<file path="config.mk">
export PLATFORM = sky130hd
export DESIGN_NAME = clk_divider_bank
export DESIGN_NICKNAME = d
export VERILOG_FILES = /design/src/rtl/clk_divider_bank.sv
export SDC_FILE = /design/constraint.sdc
export NUM_CORES = 1
export LEC_CHECK = 0
export ABC_AREA = 1
export CAP_MARGIN = 30
export CORE_MARGIN = 5
export CORE_UTILIZATION = 55
export DETAILED_ROUTE_END_ITERATION = 7
export MAX_ROUTING_LAYER = met4
export PLACE_DENSITY = 0.73
export SYNTH_ARGS = -nofsm -noshare
export SYNTH_HDL_FRONTEND = slang
export SYNTH_SLANG_ARGS = --single-unit
export TNS_END_PERCENT = 100
</file>
<file path="constraint.sdc">
create_clock -name clk_input -period 6.8 [get_ports clk_input]
set_input_delay 1.36 -clock clk_input [delete_from_list [all_inputs] [get_ports clk_input]]
set_output_delay 1.36 -clock clk_input [all_outputs]
set_load 0.01 [all_outputs]
</file>
<file path="src/rtl/clk_divider_bank.sv">
// Bank of programmable clock-enable tick generators with 50% square outputs.
// Optional CLK_DIVIDER_BANK_SYNC_EN adds a sync input that phase-aligns all channels.

module clk_divider_bank_lane #(
   parameter int WIDTH        = 17,
   parameter int DEFAULT_RATE = 1000
) (
   input  logic             clk_input,
   input  logic             rst_input,
   input  logic             enable,
`ifdef CLK_DIVIDER_BANK_SYNC_EN
   input  logic             sync,
`endif
   input  logic             ld,
   input  logic [WIDTH-1:0] load_rate,
   output logic             tick,
   output logic             square,
   output logic             err
);
   logic [WIDTH-1:0] cnt_q, cnt_d;
   logic [WIDTH-1:0] rate_q, rate_d;
   logic [WIDTH-1:0] shadow_q, shadow_d;
   logic             pend_q, pend_d;
   logic             tick_q, tick_d;
   logic             sq_q, sq_d;
   logic             err_q, err_d;
   logic [WIDTH-1:0] nxt_rate;
   logic             nxt_pend;
   logic             wrap;

   always_ff @(posedge clk_input or posedge rst_input) begin
      if (rst_input) begin
         cnt_q    <= '0;
         rate_q   <= WIDTH'(DEFAULT_RATE);
         shadow_q <= WIDTH'(DEFAULT_RATE);
         pend_q   <= 1'b0;
         tick_q   <= 1'b0;
         sq_q     <= 1'b0;
         err_q    <= 1'b0;
      end else begin
         cnt_q    <= cnt_d;
         rate_q   <= rate_d;
         shadow_q <= shadow_d;
         pend_q   <= pend_d;
         tick_q   <= tick_d;
         sq_q     <= sq_d;
         err_q    <= err_d;
      end
   end

   always_comb begin
      // a load in the wrap cycle counts as already pending
      nxt_rate = ld ? load_rate : shadow_q;
      nxt_pend = ld | pend_q;
      wrap     = !err_q && (cnt_q == rate_q - WIDTH'(1));
      cnt_d    = cnt_q;
      rate_d   = rate_q;
      shadow_d = nxt_rate;
      pend_d   = nxt_pend;
      tick_d   = 1'b0;
      sq_d     = sq_q;
      err_d    = err_q;
`ifdef CLK_DIVIDER_BANK_SYNC_EN
      if (sync) begin
         cnt_d = '0;
         sq_d  = 1'b0;
         if (pend_q) begin
            rate_d = shadow_q;
            err_d  = (shadow_q == '0);
         end
         pend_d = ld;
      end else
`endif
      if (enable) begin
         if (err_q) begin
            // no wrap exists in error, so a pending value applies at once
            if (nxt_pend) begin
               rate_d = nxt_rate;
               err_d  = (nxt_rate == '0);
               pend_d = 1'b0;
            end
         end else if (wrap) begin
            cnt_d  = '0;
            tick_d = 1'b1;
            sq_d   = ~sq_q;
            if (nxt_pend) begin
               rate_d = nxt_rate;
               err_d  = (nxt_rate == '0);
               pend_d = 1'b0;
            end
         end else begin
            cnt_d = cnt_q + WIDTH'(1);
         end
      end
   end

   assign tick   = tick_q;
   assign square = sq_q;
   assign err    = err_q;
endmodule

module clk_divider_bank #(
   parameter int WIDTH        = 17,
   parameter int CHANNELS     = 2,
   parameter int DEFAULT_RATE = 1000,
   localparam int CW          = (CHANNELS > 1) ? $clog2(CHANNELS) : 1
) (
   input  logic                clk_input,
   input  logic                rst_input,
   input  logic                enable,
`ifdef CLK_DIVIDER_BANK_SYNC_EN
   input  logic                sync,
`endif
   input  logic                load,
   input  logic [CW-1:0]       load_chan,
   input  logic [WIDTH-1:0]    load_rate,
   output logic [CHANNELS-1:0] tick_output,
   output logic [CHANNELS-1:0] square_output,
   output logic [CHANNELS-1:0] rate_error
);
   logic [CHANNELS-1:0] ld;

   for (genvar i = 0; i < CHANNELS; i++) begin : g_lane
      // out-of-range channel indices match no lane
      assign ld[i] = load && (32'(load_chan) == i);

      clk_divider_bank_lane #(
         .WIDTH        (WIDTH),
         .DEFAULT_RATE (DEFAULT_RATE)
      ) u_lane (
         .clk_input (clk_input),
         .rst_input (rst_input),
         .enable    (enable),
`ifdef CLK_DIVIDER_BANK_SYNC_EN
         .sync      (sync),
`endif
         .ld        (ld[i]),
         .load_rate (load_rate),
         .tick      (tick_output[i]),
         .square    (square_output[i]),
         .err       (rate_error[i])
      );
   end
endmodule

</file>
==> results_dict.tcl <==
set metrics [dict create \
    post-dp-hpwl_mm 11.47 \
    finalClockSkew_ps 6.920 \
    die-area_um2 14610 \
    port_buffers 27 \
    comb_power_share_pct 25.7 \
    grt.overflow.total 0 \
    timing.final.hold_violations 0 \
    critPathLaunchType "input pin" \
    yosys_warnings 0 \
    syn2layout_area_growth_pct 8.808 \
    ys_ff_latch 110 \
    gp_congestion 0.9042 \
    worstPathMaxFanout 43 \
    crit_path_end_kind "flip-flop" \
    fmax_mhz 281.9 \
    multi_input_area_um2 3287 \
    insertion_delay_ps 350 \
    fillers 1135 \
    clock-sinks 110 \
    cts_setup_buffers 0 \
    path_class "in -> reg" \
    p_per_area_nw_per_um2 252.4 \
    synthesis.nets 961 \
    drv_slew 0 \
    netlist_instances 935 \
    grt_max_degree 70 \
    drt_first_pass_iters 5 \
    p_seq_share_pct 45.7 \
    seq_area_frac_synth_pct 41.15 \
    antenna_found_initial 0 \
    fin_area_um2 7357 \
    worst_pin_slew_ps 839.8 \
    synth.area.top_cells "dfrtp_1, nand2_1, dfstp_2, inv_1, nor2_1" \
    yosysTopAreaCell "dfrtp_1" \
    period_share_pct 52.17 \
    p_clk_share_pct 28.6 \
    drt_iter0_drc 350 \
    grt_use_total_pct 22.41 \
    cts-root-buf "clkbuf_16" \
    fin_nets 972 \
    p_sw_share_pct 35.28 \
    syn_avg_cell_area_um2 7.232 \
    path_clk_slew_ps 70 \
    via_per_inst 5.216 \
    yosysUniqueCellTypes 38 \
    maxCapViolations 0 \
    die_x_um 120.9 \
    initial_core_util_pct 56.29 \
    first_global_vias 5332 \
    maxSlewHeadroom_pct 44.01 \
    core_um2 12010 \
    die_h_um 120.9 \
    crit_required_ps 7050 \
    hold_path_class "reg -> reg" \
    vias 5727 \
    arrival_ps 3800 \
    cts_tree "done" \
    ios 28 \
    regArea_um2 2783 \
    drive_gt1_share_pct 8.623 \
    synth_async_sr_flop_share_pct 100.0 \
    holdBufCountCts 0 \
    rsz0062_at_grt "no" \
    routed_wl_mm 15.07 \
    crit_slowest_cell "clkdlybuf4s50_1" \
    drc 0 \
    p_leak_nw 4.035 \
    internal-power_w 0.001202 \
    placed_cell_area_um2 7052 \
    synth_edf_count 0 \
    critical-path-max-stage-delay_ps 460 \
    fin_setup_tns_ps 0 \
    synth_area_um2 6761 \
    cts_resized 0 \
    synth_ff_type "dfrtp_1" \
    peakVddDrop_mv 0.1719 \
    h-tree-depth 3 \
    setup_violations 0 \
    synth.top_cell.area_share_pct 31.83 \
    ant_nets 0 \
    min_period_ps 3548 \
    routedWlPerCell_um 13.72 \
    diodes 0 \
    status "finished clean" \
    power.switching_w 0.0006550 \
    rows 40 \
    numCtsBuffers 9 \
    clock_path_buffers 2 \
    grt_pass1_wl_mm 25.72 \
    crit_chain "clkdlybuf4s50_1 -> buf_4 -> nand2_1 -> nor2_1 -> nand3_1 -> nor4_1 -> nand3_1 -> xnor2_1 -> nand2_1 -> inv_1" \
]
## final cells by class
cell class,instances,share of cell area [%]
repair buffers,29,3.878
clock inverters,6,0.9014
multi-input cells,660,44.68
well taps,147,2.500
clock buffers,10,3.248
flip-flops and latches,110,37.82
inverters,136,6.973
## metal layers
| layer | up-vias | share of wire, % | GRT usage (%) |
|---|---|---|---|
| li1 | 2962 | - | - |
| met1 | 2629 | 47 | 29.08 |
| met2 | 104 | 47 | 35.67 |
| met3 | 32 | 3.2 | 3.590 |
| met4 | 0 | 2.8 | 8.357 |
| met5 | - | 0 | - |
## path summary, 6_finish.rpt
check	start	to	slack, ps	cells past startpoint
hold reg to reg	g_lane[0].u_lane.square	g_lane[0].u_lane.square	470	1
setup reg to reg	g_lane[1].u_lane.rate_q[0]	g_lane[1].u_lane.rate_q[0]	4100	13
min in group asynchronous	rst_input	g_lane[0].u_lane.cnt_q[8]	1400	2
setup / recovery	enable	g_lane[0].u_lane.cnt_q[16]	3250	10
hold / removal	g_lane[0].u_lane.square	g_lane[0].u_lane.square	470	1
max in group asynchronous	rst_input	g_lane[0].u_lane.shadow_q[14]	4170	3
## cells in the mapped netlist (4+ instances only)
| cell type | n |
|---|---|
| dfrtp_1 | 86 |
| nor2_1 | 87 |
| inv_1 | 135 |
| nand3b_1 | 16 |
| buf_2 | 7 |
| o21ai_0 | 38 |
| nor2_4 | 4 |
| ha_1 | 4 |
| nand3_1 | 58 |
| nand2_1 | 292 |
| or2_2 | 14 |
| o21a_1 | 4 |
| buf_4 | 6 |
| o211ai_1 | 5 |
| clkbuf_1 | 11 |
| nor2_2 | 6 |
| o21bai_1 | 4 |
| dfstp_2 | 24 |
| xor2_1 | 30 |
| nand4_1 | 45 |
| a21oi_1 | 7 |
| xnor2_1 | 12 |
| nor3_1 | 11 |
| nand2_2 | 5 |
| buf_6 | 4 |
## power groups by stage
stage	sequential, W	combinational, W	clock (W)
floorplan	0.000818	0.000387	0
global placement	0.000857	0.000465	0
detailed placement	0.000857	0.000476	0
CTS	0.000847	0.000477	0.000542
global route	0.000858	0.000551	0.000569
finish	0.000849	0.000477	0.000531
## kinds of logic after synthesis
| group | synth area share (%) |
|---|---|
| AND/OR/NAND/NOR | 37.25 |
| buffers and inverters | 10.23 |
| flip-flops | 41.15 |
| AO/OA/AOI/OAI | 5.033 |
| XOR/XNOR | 5.440 |
| adder cells (fa/ha/maj) | 0.7402 |
| multiplexers | 0.1480 |
## critical path, delay by kind of cell
kind,cells,cell delay (ps)
AND/OR/NAND/NOR,6,1390
buffers and inverters,3,890
XOR/XNOR,1,150
## flip-flops by register name, indices dropped and copies added (netlist names)
register / flops
g_lane.u_lane.shadow_q: 34
g_lane.u_lane.rate_q: 34
g_lane.u_lane.pend_q: 2
g_lane.u_lane.cnt_q: 34
g_lane.u_lane.err: 2
g_lane.u_lane.square: 2
g_lane.u_lane.tick: 2
## stage by stage
step	std cells	utilization, %	hold slack (ps)	total power [W]	setup slack (ps)
2_1_floorplan	935	-	442.8	0.001206	2577
3_3_place_gp	1082	58.71	458.0	0.001322	3028
3_5_place_dp	1082	58.71	465.5	0.001333	2922
4_1_cts	1098	61.25	478.9	0.001866	3281
5_1_grt	1098	61.25	499.7	0.001978	2988
6_report	1098	61.25	471.8	0.001857	3252
## cells in the final DEF, fill, tap and decap left out, drive strengths merged, types with 14 or more instances in the layout
cell,netlist,routed
dfrtp,86,86
inv,136,139
clkdlybuf4s50,0,27
dfstp,24,24
nor3,14,14
nand2,298,298
nand3b,16,16
nor2,97,97
or2,14,14
xor2,30,30
o21ai,40,40
nand4,46,46
nand3,62,62
Power figures use the tool's default switching activity.
